## config.mk

```make
export PLATFORM = sky130hd
export DESIGN_NAME = pwm_peripheral
export DESIGN_NICKNAME = d
export VERILOG_FILES = /design/src/rtl/pwm_peripheral.sv
export SDC_FILE = /design/constraint.sdc
export NUM_CORES = 1
export LEC_CHECK = 0
export CORE_AREA = 2 2 69 71
export CTS_CLUSTER_SIZE = 25
export DETAILED_ROUTE_END_ITERATION = 6
export DIE_AREA = 0 0 71 73
export PLACE_DENSITY_LB_ADDON = 0.15
export RECOVER_POWER = 100
export SYNTH_ARGS = -nofsm -noshare
export SYNTH_HDL_FRONTEND = slang
export SYNTH_SLANG_ARGS = --single-unit
```

## constraint.sdc

```tcl
create_clock -name clk -period 2.8 [get_ports clk]
set_input_delay 0.56 -clock clk [delete_from_list [all_inputs] [get_ports clk]]
set_output_delay 0.56 -clock clk [all_outputs]
set_load 0.01 [all_outputs]
```

## src/rtl/pwm_peripheral.sv

```systemverilog
// pwm_peripheral: 16 pins forced low/high or driven by one shared 8-bit PWM; pins registered (1 clk latency), no backpressure.
// Define PWM_SYNC_UPDATE_EN to double-buffer the duty value so it only changes at period boundaries.
module pwm_peripheral #(
    parameter int unsigned CLK_DIV   = 13,
    parameter int unsigned CNT_WIDTH = 16
) (
    input  logic        clk,
    input  logic        rst_n,
    input  logic [7:0]  en_reg_out_7_0,
    input  logic [7:0]  en_reg_out_15_8,
    input  logic [7:0]  en_reg_pwm_7_0,
    input  logic [7:0]  en_reg_pwm_15_8,
    input  logic [7:0]  pwm_duty_cycle,
    output logic [15:0] out,
    output logic        period_start
);

    localparam logic [CNT_WIDTH-1:0] DIV_LAST = CNT_WIDTH'(CLK_DIV - 1);
    localparam logic [CNT_WIDTH-1:0] DIV_ONE  = CNT_WIDTH'(1);
    localparam logic [7:0]           CNT_LAST = 8'd254;

    logic [CNT_WIDTH-1:0] div_cnt_q, div_cnt_d;
    logic [7:0]           pwm_cnt_q, pwm_cnt_d;
    logic                 tick;
    logic                 wrap;
    logic [15:0]          en_out;
    logic [15:0]          en_pwm;
    logic [15:0]          out_q, out_d;
    logic                 period_start_q;
    logic [7:0]           duty_eff;
    logic                 pwm_hi;

    assign en_out = {en_reg_out_15_8, en_reg_out_7_0};
    assign en_pwm = {en_reg_pwm_15_8, en_reg_pwm_7_0};

    // Period is 255 ticks (0..254) so that duty 0xFF can mean "always high".
    assign tick = (div_cnt_q == DIV_LAST);
    assign wrap = tick && (pwm_cnt_q == CNT_LAST);

    always_comb begin
        div_cnt_d = div_cnt_q + DIV_ONE;
        pwm_cnt_d = pwm_cnt_q;
        if (tick) begin
            div_cnt_d = '0;
        end
        if (wrap) begin
            pwm_cnt_d = '0;
        end else if (tick) begin
            pwm_cnt_d = pwm_cnt_q + 8'd1;
        end
    end

    always_ff @(posedge clk or negedge rst_n) begin
        if (!rst_n) begin
            div_cnt_q <= '0;
            pwm_cnt_q <= '0;
        end else begin
            div_cnt_q <= div_cnt_d;
            pwm_cnt_q <= pwm_cnt_d;
        end
    end

`ifdef PWM_SYNC_UPDATE_EN
    logic [7:0] duty_q, duty_d;
    logic       upd_pending_q, upd_pending_d;

    // Load once straight after reset, then only on the wrap so a period never sees a duty change.
    always_comb begin
        duty_d        = duty_q;
        upd_pending_d = upd_pending_q;
        if (wrap || upd_pending_q) begin
            duty_d        = pwm_duty_cycle;
            upd_pending_d = 1'b0;
        end
    end

    always_ff @(posedge clk or negedge rst_n) begin
        if (!rst_n) begin
            duty_q        <= 8'h00;
            upd_pending_q <= 1'b1;
        end else begin
            duty_q        <= duty_d;
            upd_pending_q <= upd_pending_d;
        end
    end

    assign duty_eff = duty_q;
`else
    assign duty_eff = pwm_duty_cycle;
`endif

    assign pwm_hi = (duty_eff == 8'hFF) || (pwm_cnt_q < duty_eff);

    always_comb begin
        out_d = en_out & (~en_pwm | {16{pwm_hi}});
    end

    always_ff @(posedge clk or negedge rst_n) begin
        if (!rst_n) begin
            out_q          <= '0;
            period_start_q <= 1'b0;
        end else begin
            out_q          <= out_d;
            period_start_q <= wrap;
        end
    end

    assign out          = out_q;
    assign period_start = period_start_q;

endmodule

```

==> out/results.ini, run 1 <==
[setup_path]
critical_path.top_delay_family = buffers and inverters
path_buf_inv = 3
crit_type = in2reg
endpoint_kind = register
slowest_delay_ps = 550
path_cells = dlygate4sd3_1, inv_1, ha_1, and4_1, o21ai_0, o32ai_2, clkbuf_2, a21boi_0
crit_path_top_delay_cell = dlygate4sd3_1
crit_path_max_fanout = 16
cp.arrival_ps = 2490
start_kind = input port
cp_data_required_time_ps = 2960

[clocking]
cts_hold_buf = 0
htree_levels = 2
cts_buffers = 5
numClockSinks = 41
clk_transition_reported_paths_ps = 80
post-cts-setup-buffers = 0
root_buffer = clkbuf_8
cts_tree = built
clkLatencyLatePin_ps = 290
cts_resized = 0
cts_buffer_depth = 2

[timing]
slew_viol_final = 0
finalHoldViolations = 0
rsz0062_at_grt = no
worst_slew_pin_slew_ps = 913
tns_ps = 0
fin_crit_sh_pct = 83.3
max_freq_mhz = 429
finalSetupViolCount = 0
timing.hold.ws_ps = 400
slew_headroom_pct = 39.1
finClkSkew_ps = 8.09
fin_crit_ps = 2330

[die]
core_sq_um = 4540
die_w_um = 71
ios = 59
start_util_pct = 45.0
num_rows = 25
dieArea_sq_um = 5180
die_height_um = 73

[routing]
antenna_left = 0
drt_iter0_markers = 84
met3_length_um = 287
wirelength_mm = 4.04
via_per_inst = 5.13
wl_per_cell_um = 13.7
drc = 0
wl_met2_mm = 1.87
firstDrtPassIters = 5
wl_met1_mm = 1.84
vias = 1513
top_layer = met4

[logic_synthesis]
synth-seq-cells = 41
muxShareOfSynthArea_pct = 0
synthAdderAreaFrac_pct = 6.75
synth_cell_type_count = 38
synth_cells = 178
yosys.area.top_type_share_pct = 50.3
mappedNetlistArea_sq_um = 2040
synthXorXnorAreaFrac_pct = 6.01
seq_area_frac_synth_pct = 50.3
yosysWarnings = 0
synth_top_family_by_area = compound AO/OA/AOI/OAI gates
synthTopCellsByArea = dfrtp_1 50%, ha_1 6.7%, a21boi_2 5.5%
syn_avg_cell_area_sq_um = 11.5
synth_nets = 231
synth_top_area_cell = dfrtp_1
synth-simple-area-share_pct = 16.6
synth_compound_area_share_pct = 16.7

[outcome]
run_status = finished, final reports clean

[run]
max_cap_viol_count = 0

[cells_and_area]
antennaDiodeCount = 0
drive_gt1_share_pct = 7.47
nets = 293
final_common_cell = dfrtp_1
fillers = 386
area_delta_synth_final_pct = 34.2
final_cell_mix = 41 x dfrtp_1, 39 x clkdlybuf4s50_1, 18 x dlygate4sd3_1

[pwr]
leakage_uw = 0.00124
ir_drop_mv = 0.316
powerDensity_nw_per_um2 = 468

[place]
dp_hpwl_mm = 3.04
io_buffers = 58
gp_congestion = 0.780

[global_routing]
grt_remaining_overflow = 0
grt_pass1_vias = 1534
grt_max_degree = 42
track_usage_pct = 17.6
grt_pass1_wl_mm = 7.15
grt_antenna_before_repair = 0

[hold_path]
worst_hold_path_type = in2async

synthesized netlist by cell type:
master      n
o32ai_2     1
a32oi_1     1
nor4_1      2
nand4_1     6
and2_1      1
o31ai_1     1
ha_1       11
nor4b_1     1
a21boi_0    7
a41o_1      1
xor2_1      6
inv_1      12
o21ai_1     2
nand2_2     1
nor3_1      2
and4bb_2    1
buf_4       1
o21a_1      1
nand3_1     8
a21oi_1     3
dfrtp_1    41
nand2_1    10
a21o_1      2
buf_2       2
and4_1      4
nand2b_1    1
and3_1      4
buf_6       1
xnor2_1     8
o21ai_0    10
a21boi_2   10
a211o_1     1
a2111oi_4   1
nand4_4     1
or3_1       1
nor4_4      1
nand2b_4    1
nor2_1     10
final cells by class:
class | count | area (sq um) | share of cell area (%)
Clock buffer | 5 | 68.8 | 2.51
Multi-Input combinational cell | 121 | 883 | 32.3
Sequential cell | 41 | 1030 | 37.5
Clock inverter | 3 | 65.1 | 2.38
Tap cell | 54 | 67.6 | 2.47
Timing Repair Buffer | 59 | 581 | 21.2
Inverter | 12 | 45.0 | 1.65
logic make-up after synthesis:
family,count (synthesis)
fa+ha+maj,11
xor+xnor,14
simple gates,55
compound gates,41
flops,41
buf+inv,16
path summary, 6_finish.rpt:
| kind | start | endpoint | slack (ps) | depth (start not counted) |
|---|---|---|---|---|
| hold reg to reg | div_cnt_q[15] | div_cnt_q[15] | 470 | 1 |
| max in group asynchronous | rst_n | div_cnt_q[1] | 1830 | 1 |
| min in group clk | div_cnt_q[15] | div_cnt_q[15] | 470 | 1 |
| hold / removal | rst_n | pwm_cnt_q[5] | 400 | 1 |
| setup / recovery | pwm_duty_cycle[7] | out[5] | 470 | 8 |
| setup reg to reg | div_cnt_q[0] | pwm_cnt_q[7] | 750 | 6 |
metal layers:
layer,vias to the layer above,global-route usage (%)
met5,-,0
met4,0,5.66
met2,44,27.0
li1,753,-
met1,712,23.3
met3,4,6.49
state kept, by name, summed over array words and instances (netlist names):
| name | cells |
|---|---|
| div_cnt_q | 16 |
| out | 16 |
| period_start | 1 |
| pwm_cnt_q | 8 |
per-stage QoR:
stage / setup slack, ps / cell area (sq um) / instances / utilization (%) / total power (uW)
after global placement: 389 / 2660 / 287 / 58.7 / 745
after CTS: 640 / 2800 / 295 / 61.6 / 1310
after global routing: 300 / 2740 / 295 / 60.3 / 1330
after detailed placement: 336 / 2660 / 287 / 58.7 / 747
after floorplan: 910 / 2040 / 178 / - / 647
final: 468 / 2740 / 295 / 60.3 / 1280
power breakdown:
group	internal [uW]	switching, uW	leakage [uW]	total [uW]
registers	603	2.65	0.000516	606
clock network	354	202	0.0000681	556
logic	76.1	41.6	0.000658	118
Power figures use the tool's default switching activity.
==> run 2: changes to the inputs <==
--- a/config.mk
+++ b/config.mk
@@ -5,10 +5,10 @@
 export SDC_FILE = /design/constraint.sdc
 export NUM_CORES = 1
 export LEC_CHECK = 0
-export CORE_AREA = 2 2 69 71
+export CORE_AREA = 2 2 72 74
 export CTS_CLUSTER_SIZE = 25
 export DETAILED_ROUTE_END_ITERATION = 6
-export DIE_AREA = 0 0 71 73
+export DIE_AREA = 0 0 74 76
 export PLACE_DENSITY_LB_ADDON = 0.15
 export RECOVER_POWER = 100
 export SYNTH_ARGS = -nofsm -noshare
==> constraint.sdc (replaced) <==
create_clock -name clk -period 2 [get_ports clk]
set_input_delay 0.4 -clock clk [delete_from_list [all_inputs] [get_ports clk]]
set_output_delay 0.4 -clock clk [all_outputs]
set_load 0.01 [all_outputs]
==> run 2 against run 1 <==
Against the previous run:
- core utilization is 1.9 points lower
- worst setup slack worse by 460 ps
- clock-buffer cell count is 2 higher
- sequential share of layout area is 1.7 points lower
- via count is 5.8% higher
- clock skew is 3.8 ps lower
==> out/results.ini, run 2 (synthesized netlist as in run 1, its figures left out) <==
[setup_path]
cp-endpoint = out[13]
start_kind = input port
crit_path_top_delay_cell = clkdlybuf4s50_1
cp_data_required_time_ps = 2180  ; -780 ps
crit_path_max_fanout = 8  ; -8
cp.arrival_ps = 2170  ; -320 ps
startpoint = pwm_duty_cycle[7]
slowest_delay_ps = 510  ; -40 ps
crit_type = in2reg
path_cells = clkdlybuf4s50_1, inv_2, ha_4, and4_1, o21ai_2, o32ai_2, buf_6, clkbuf_16, a21boi_2
reg2reg_slack_ps = 200  ; -550 ps
r2r-end = out[13]
endpoint_kind = register
rr_startpoint = pwm_cnt_q[6]
rr_worst_depth = 7  ; +1

[timing]
finClkSkew_ps = 4.26  ; -3.83 ps
fin_crit_sh_pct = 99.6
finalHoldViolations = 0  ; unchanged
finalSetupViolCount = 0  ; unchanged
max_freq_mhz = 502
fin_crit_ps = 1990
slew_viol_final = 0  ; unchanged
worst_slack_ps = 7.30  ; -460 ps
slew_headroom_pct = 32.4  ; -6.7 points
worst_slew_pin_slew_ps = 1010  ; +101 ps

[global_routing]
track_usage_pct = 16.4  ; -1.2 points
grt_antenna_before_repair = 0  ; unchanged
grt_max_degree = 42  ; unchanged
grt_pass1_wl_mm = 7.19  ; +0.57%
grt_pass1_vias = 1599  ; +4.2%
grt_remaining_overflow = 0  ; unchanged

[run]
max_cap_viol_count = 0  ; unchanged

[die]
num_rows = 26  ; +4.0%
ios = 59  ; unchanged
die_height_um = 76  ; +4.1%
die_w_um = 74  ; +4.2%
core_sq_um = 4910  ; +8.3%
start_util_pct = 41.5  ; -3.4 points
dieArea_sq_um = 5620  ; +8.5%

[routing]
antenna_left = 0  ; unchanged
vias = 1601  ; +5.8%
drt_iter0_markers = 63  ; -25%
drc = 0  ; unchanged
wirelength_mm = 4.27  ; +5.6%
via_per_inst = 5.03  ; -1.8%
wl_per_cell_um = 13.4  ; -2.0%
firstDrtPassIters = 4  ; -1

[clocking]
root_buffer = clkbuf_8
cts_hold_buf = 0  ; unchanged
cts_resized = 0  ; unchanged
numClockSinks = 41  ; unchanged
htree_levels = 2  ; unchanged
cts_tree = built
cts_buffers = 5  ; unchanged
clkLatencyLatePin_ps = 290  ; about the same
clk_transition_reported_paths_ps = 70  ; about the same
cts_buffer_depth = 2  ; unchanged
post-cts-setup-buffers = 0  ; unchanged

[outcome]
run_status = finished, final reports clean

[cells_and_area]
area_delta_synth_final_pct = 40.7
antennaDiodeCount = 0  ; unchanged
final_common_cell = dfrtp_1
nets = 300  ; +2.4%
final_cell_count_no_fill = 318  ; +7.8%
drive_gt1_share_pct = 14.5  ; +7.0 points
final_cell_mix = 41 x dfrtp_1, 39 x clkdlybuf4s50_1, 17 x dlygate4sd3_1

[place]
io_buffers = 58  ; unchanged
gp_congestion = 0.732  ; -6.1%
dp_hpwl_mm = 3.17  ; +4.3%
placed_cells_incl_taps = 309  ; +7.7%
preCtsSetupSlack_ps = -277  ; -613 ps

[pwr]
p_clk_share_pct = 36.1  ; -7.3 points
internal-power_uw = 1270  ; +23%
switching_share_pct = 20.9  ; +1.7 points
p_sw_uw = 337  ; +37%
ir_drop_mv = 0.314  ; -0.56%
pwr-share-seq_pct = 52.7  ; +5.3 points
powerDensity_nw_per_um2 = 560  ; +20%
comb_power_share_pct = 11.1  ; +1.9 points
leakage_uw = 0.00128  ; +3.1%

[hold_path]
worst_hold_path_type = in2async

-- run 2: changes by cell type in the layout (fill, tap and decap cells not counted), moves of 2 or more --
cell / previous run / this run
ha_4: 0 / 2
clkbuf_8: 5 / 7
a21boi_0: 14 / 7
a21boi_2: 3 / 10
bufinv_16: 2 / 0
buf_4: 0 / 2
clkbuf_1: 0 / 2
ha_1: 11 / 9
-- run 2: critical path, delay by kind of cell --
family	cells	cell delay [ps]
adders and majority gates	1	270
buffers and inverters	4	900
AOI/OAI and AO/OA	3	390
and+or+nand+nor	1	210
-- run 2: how the worst min path moves through the flow --
stage	to	cells past startpoint
3_5_place_dp	div_cnt_q[15]	1
3_3_place_gp	div_cnt_q[15]	1
2_1_floorplan	div_cnt_q[0]	0
6_report	pwm_cnt_q[5]	2
5_1_grt	pwm_cnt_q[1]	2
4_1_cts	div_cnt_q[8]	2
-- run 2: layout make-up --
cell class	count	area (sq um)
Fill cell	427	2040
Timing Repair Buffer	66	662
Inverter	12	45.0
Sequential cell	41	1030
Tap cell	70	87.6
Clock inverter	1	5.00
Clock buffer	7	96.3
Multi-Input combinational cell	121	948
-- run 2: per-stage QoR --
stage / hold WS [ps] / area, sq um / power [uW] / utilization, % / TNS [ps]
after floorplan: 104 / 2040 / 906 / - / 0
after global placement: 463 / 2740 / 1050 / 55.8 / -2970
after detailed placement: 462 / 2740 / 1050 / 55.8 / -3770
after CTS: 185 / 2840 / 1650 / 57.8 / 0
after global routing: 447 / 2870 / 1690 / 58.4 / -209
final: 353 / 2870 / 1610 / 58.4 / 0
-- run 2: power groups by stage --
stage | logic, uW | clock network (uW) | registers (uW)
floorplan | 30.7 | 0 | 875
global placement | 183 | 0 | 866
detailed placement | 185 | 0 | 866
CTS | 185 | 614 | 849
global route | 195 | 648 | 850
finish | 179 | 581 | 848
-- run 2: per-layer routing --
layer	routed length, um	global-route usage, %	vias up
met1	1750	21.0	779
met4	59	4.91	0
met5	0	0	-
li1	-	-	770
met2	2200	25.8	46
met3	249	5.95	6
